$ cat config.mk
export PLATFORM = sky130hd
export DESIGN_NAME = axis_deci_fifo
export DESIGN_NICKNAME = d
export VERILOG_FILES = /design/src/rtl/axis_deci_fifo.sv
export SDC_FILE = /design/constraint.sdc
export NUM_CORES = 1
export LEC_CHECK = 0
export CAP_MARGIN = 20
export CORE_ASPECT_RATIO = 1.5
export CORE_MARGIN = 5
export CORE_UTILIZATION = 45
export DETAILED_ROUTE_END_ITERATION = 7
export PLACE_DENSITY = 0.58
export SLEW_MARGIN = 15
export SYNTH_ARGS = -nofsm -noshare
export SYNTH_HDL_FRONTEND = slang
export SYNTH_SLANG_ARGS = --single-unit
$ cat constraint.sdc
create_clock -name a_clk -period 7.6 [get_ports a_clk]
set_input_delay 1.52 -clock a_clk [delete_from_list [all_inputs] [get_ports a_clk]]
set_output_delay 1.52 -clock a_clk [all_outputs]
set_load 0.01 [all_outputs]
$ cat src/rtl/axis_deci_fifo.sv
// rtl/axis_deci_fifo.sv - decimating capture of strobed FIR samples into a fall-through AXI-Stream FIFO
module axis_deci_fifo #(
    parameter int DATA_WIDTH   = 32,
    parameter int DECI_W       = 16,
    parameter int FIFO_DEPTH_L = 4
) (
    input  logic                    a_clk,
    input  logic                    a_resetn,
    input  logic                    next_dv,
    input  logic [DATA_WIDTH-1:0]   S_AXIS_tdata,
    input  logic                    S_AXIS_tvalid,
    input  logic [DECI_W-1:0]       deci,
    output logic [DATA_WIDTH-1:0]   M_AXIS_tdata,
    output logic                    M_AXIS_tvalid,
    input  logic                    M_AXIS_tready,
    output logic [FIFO_DEPTH_L:0]   fill_level,
    output logic                    overflow,
    input  logic                    clear_overflow
);
    localparam int DEPTH = 1 << FIFO_DEPTH_L;
    localparam logic [FIFO_DEPTH_L:0] FULL_CNT = DEPTH[FIFO_DEPTH_L:0];

    logic                    sync1_q, sync2_q, prev_q;
    logic                    live_q, armed_q, armed_d;
    logic [DECI_W-1:0]       cnt_q, cnt_d, deci_m1;
    logic [FIFO_DEPTH_L-1:0] wr_q, rd_q;
    logic [FIFO_DEPTH_L:0]   count_q, count_d;
    logic                    ovf_q, ovf_d;
    logic [DATA_WIDTH-1:0]   mem_q [DEPTH];
    logic                    event_w, hit_w, push_w, pop_w, full_w, wr_en_w;

    // A strobe already high at reset release must be seen low once before any edge counts.
    assign armed_d = armed_q | (live_q & ~sync1_q);
    assign event_w = sync2_q & ~prev_q & armed_q;

    assign deci_m1 = (deci == '0) ? '0 : deci - 1'b1;
    assign hit_w   = (cnt_q >= deci_m1);
    assign push_w  = event_w & S_AXIS_tvalid & hit_w;

    assign M_AXIS_tvalid = (count_q != '0);
    assign M_AXIS_tdata  = M_AXIS_tvalid ? mem_q[rd_q] : '0;
    assign fill_level    = count_q;
    assign overflow      = ovf_q;

    assign full_w  = (count_q == FULL_CNT);
    assign pop_w   = M_AXIS_tvalid & M_AXIS_tready;
    assign wr_en_w = push_w & (~full_w | pop_w);

    always_comb begin
        cnt_d = cnt_q;
        if (event_w) begin
            if (!S_AXIS_tvalid || hit_w) begin
                cnt_d = '0;
            end else begin
                cnt_d = cnt_q + 1'b1;
            end
        end
    end

    always_comb begin
        count_d = count_q;
        case ({wr_en_w, pop_w})
            2'b10:   count_d = count_q + 1'b1;
            2'b01:   count_d = count_q - 1'b1;
            default: count_d = count_q;
        endcase
    end

    // A drop in the same cycle as a clear wins, so no overflow is ever lost.
    assign ovf_d = (ovf_q & ~clear_overflow) | (push_w & full_w & ~pop_w);

    always_ff @(posedge a_clk or negedge a_resetn) begin
        if (!a_resetn) begin
            sync1_q <= 1'b0;
            sync2_q <= 1'b0;
            prev_q  <= 1'b0;
            live_q  <= 1'b0;
            armed_q <= 1'b0;
            cnt_q   <= '0;
            wr_q    <= '0;
            rd_q    <= '0;
            count_q <= '0;
            ovf_q   <= 1'b0;
        end else begin
            sync1_q <= next_dv;
            sync2_q <= sync1_q;
            prev_q  <= sync2_q;
            live_q  <= 1'b1;
            armed_q <= armed_d;
            cnt_q   <= cnt_d;
            count_q <= count_d;
            ovf_q   <= ovf_d;
            if (wr_en_w) begin
                wr_q <= wr_q + 1'b1;
            end
            if (pop_w) begin
                rd_q <= rd_q + 1'b1;
            end
        end
    end

    always_ff @(posedge a_clk) begin
        if (wr_en_w) begin
            mem_q[wr_q] <= S_AXIS_tdata;
        end
    end
endmodule

==> impl_metrics.csv <==
group,metric,value,unit
global_routing,met2_usage,30.63,%
power_and_ir_drop,powerDensity,324.8,nW/um2
routing,dr.pass1.iters,4,
synthesis,synth_largest_area_cell,"edfxtp_1",
run_status,status,"finished, final reports clean",
place,hpwlAfterDp,26.65,mm
global_routing,grtUsageMet1,21.55,%
routing,ant_nets,0,
routing,drc,0,
clock_network,path_clk_slew,70,ps
clock_network,worstSkewPairLatency,570,ps
die,die_height,280.2,um
clock_network,clockBufferDepth,3,
clock_network,htreeDepth,2,
global_routing,grt_max_degree,97,
synthesis,synth_edf_count,512,
synthesis,syn-num-nets,1101,
die,start_util,45.23,%
die,fp.dieArea,53290,um2
die,coreArea,48430,um2
synthesis,synthArstFlopShare,6.399,%
sta,fin_worst_skew,15.65,ps
sta,setup_viol_count_final,0,
sta,fmax,152.2,MHz
global_routing,antenna_found_initial,3,
routing,routed_wl,44.45,mm
hold_path,holdPathEnd,"sync2_q",
die,io_pins,93,
run,maxCapViolations,0,
sta,slew_viol_final,0,
global_routing,grt_use_total,17.05,%
place,io_buffers,92,
sta,period_needed,6572,ps
worst_setup_path,critPathMaxFanout,14,
synthesis,netlist_top_cells_area,"edfxtp_1 (70%), mux4_2 (16%), dfrtp_1 (4.0%)",
clock_network,tritoncts,"yes",
sta,rsz0062_at_grt,"false",
worst_setup_path,critPathCaptureType,"register",
synthesis,ys_seq_area_share,74.18,%
clock_network,cts_setup_buffers,0,
hold_path,hold_depth,0,
sta,layout_worst_path_cycle_share,86.48,%
global_routing,top_usage_layer,"met2",
synthesis,avgSynthCellArea,21.50,um2
sta,worst_slew_pin_slew,1138,ps
synthesis,yosysTopAreaCellShare,70.18,%
routing,post_drt_wl_per_cell,24.08,um
worst_setup_path,rrSetupSlack,3760,ps
clock_network,holdBufCountCts,0,
worst_setup_path,worstReg2RegStart,"fill_level[0]",
clock_network,cts_root_buf,"clkbuf_16",
global_routing,grt_pass1_vias,11110,
routing,via_per_inst,5.486,
worst_setup_path,crit_type,"in2reg",
finish,area_growth,16.29,%
clock_network,cts_buffers,50,
synthesis,ys_seq_elements,547,
power_and_ir_drop,fin_total_pwr,0.008276,W
worst_setup_path,worstReg2RegEnd,"fill_level[4]",
worst_setup_path,required,8070,ps
finish,design_area,25480,um2
routing,drtIter0Drc,736,
clock_network,cts_repair_resize_count,0,
finish,drive_gt1_share,24.89,%
synthesis,synth_area,21910,um2
power_and_ir_drop,power_leakage,8.231,nW
worst_setup_path,r2r_cells,10,
sta,setup_tns,0,ps
place,placedInstanceArea,23850,um2
global_routing,grt_pass1_wl,68.38,mm
sta,hold_ws,384.7,ps
global_routing,use_met3,2.763,%
global_routing,grt_overflow_total,0,
sta,hold_viol,0,
synthesis,yosysWarnings,0,
synthesis,synth_cell_type_count,51,
finish,final_nets,1233,
die,die_x,190.2,um
hold_path,min_path_type,"reg2reg",
power_and_ir_drop,max-vdd-ir-drop,0.0002226,V
sta,timing.slew.headroom,24.13,%
worst_setup_path,crit_path_start_kind,"primary input",
routing,vias,10130,
synthesis,synthFlopType,"edfxtp_1",
worst_setup_path,arrival,7040,ps
clock_network,cts.sinks,547,
finish,fill_cells,3779,
synthesis,synthCells,1019,
die,num_rows,99,
hold_path,hp-start,"sync1_q",
place,gp_congestion,0.7510,
==> cell usage in the layout (no fill, tap or decap), types with 18 or more instances in the layout <==
master / instances
dfrtp_1: 31
and2_1: 36
mux4_2: 160
clkdlybuf4s50_1: 91
nand2_1: 32
buf_4: 30
edfxtp_1: 512
xor2_1: 18
clkbuf_16: 53
nor2_1: 31
ha_1: 27
==> layout make-up <==
class / instances / area, um2 / area share, %
Tap cell: 656 / 820.8 / 3.222
Antenna cell: 1 / 2.502 / 0.009822
Timing Repair Buffer: 128 / 1261 / 4.950
Sequential cell: 547 / 16260 / 63.82
Clock inverter: 27 / 256.5 / 1.007
Inverter: 9 / 33.78 / 0.1326
Multi-Input combinational cell: 415 / 5478 / 21.50
Clock buffer: 63 / 1364 / 5.353
==> registers in the layout, summed over array words and instances (netlist names) <==
| register | cells |
|---|---|
| mem_q | 512 |
| cnt_q | 16 |
| fill_level | 5 |
| rd_q | 4 |
| wr_q | 4 |
| armed_q | 1 |
| live_q | 1 |
| overflow | 1 |
| prev_q | 1 |
| sync1_q | 1 |
| sync2_q | 1 |
==> worst max-delay path: stages <==
cell	delay, ps
clkdlybuf4s50_1	480
or4_4	560
or3_4	360
or4_4	430
or3_4	420
or2b_1	180
ha_1	230
nor2b_1	140
o211a_1	200
o311ai_0	390
a31oi_1	310
nor2_1	390
ha_1	340
a21o_1	190
a21oi_1	210
inv_1	80
or3_1	310
a221oi_1	290
==> report_power, final <==
group / switching, W / internal (W) / leakage (nW)
sequential: 0.000193 / 0.00333 / 5.04
clock: 0.00106 / 0.00144 / 0.788
combinational: 0.000907 / 0.00135 / 2.40
total: 0.00216 / 0.00612 / 8.23
==> metrics by stage <==
stage / cells / util, % / setup WS, ps
after floorplan: 1019 / - / -825.3
after global placement: 1755 / 49.25 / 639.1
after detailed placement: 1755 / 49.25 / 454.1
after CTS: 1845 / 52.60 / 1046
after global routing: 1845 / 52.60 / 708.2
final: 1846 / 52.60 / 1028
==> logic make-up (layout without fill, tap and decap cells) <==
logic type	count (synthesis)	in the layout	synth area share, %
DFF	547	547	74.18
muxes	167	167	16.80
and+or+nand+nor	159	159	4.181
buffers and inverters	57	227	1.022
xor gates and xnor gates	35	35	1.399
adders and majority gates	28	28	1.633
AOI/OAI and AO/OA	25	25	0.7711
other	1	2	0.01712
==> synthesized netlist by cell type (all sizes together), types with 2 or more instances <==
| master | number |
|---|---|
| a21o | 3 |
| a21oi | 9 |
| a31oi | 2 |
| and2 | 37 |
| and3 | 3 |
| and4 | 5 |
| and4b | 8 |
| and4bb | 2 |
| buf | 16 |
| clkbuf | 32 |
| dfrtp | 35 |
| edfxtp | 512 |
| ha | 27 |
| inv | 9 |
| mux2 | 5 |
| mux2i | 2 |
| mux4 | 160 |
| nand2 | 32 |
| nand3 | 9 |
| nand3b | 2 |
| nand4 | 5 |
| nor2 | 31 |
| nor2b | 3 |
| nor3 | 5 |
| nor4 | 3 |
| nor4bb | 3 |
| o21ai | 2 |
| or3 | 4 |
| or4 | 3 |
| xnor2 | 17 |
| xor2 | 18 |
==> routing by layer <==
layer	wire length, um	vias to the layer above
li1	-	4481
met1	17320	5349
met2	23960	225
met3	2116	70
met4	1031	2
met5	11	-
==> how the worst max path moves through the flow <==
stage / start / to / slack [ps] / cells past startpoint
finish: deci[7] / fill_level[4] / 1030 / 18
global route: deci[7] / fill_level[4] / 710 / 18
CTS: deci[7] / fill_level[4] / 1050 / 18
detailed placement: deci[7] / fill_level[4] / 450 / 18
global placement: deci[7] / fill_level[4] / 640 / 18
floorplan: deci[9] / mem_q[3][0] / -830 / 14
Note: power is estimated with default switching activity, not from simulation.
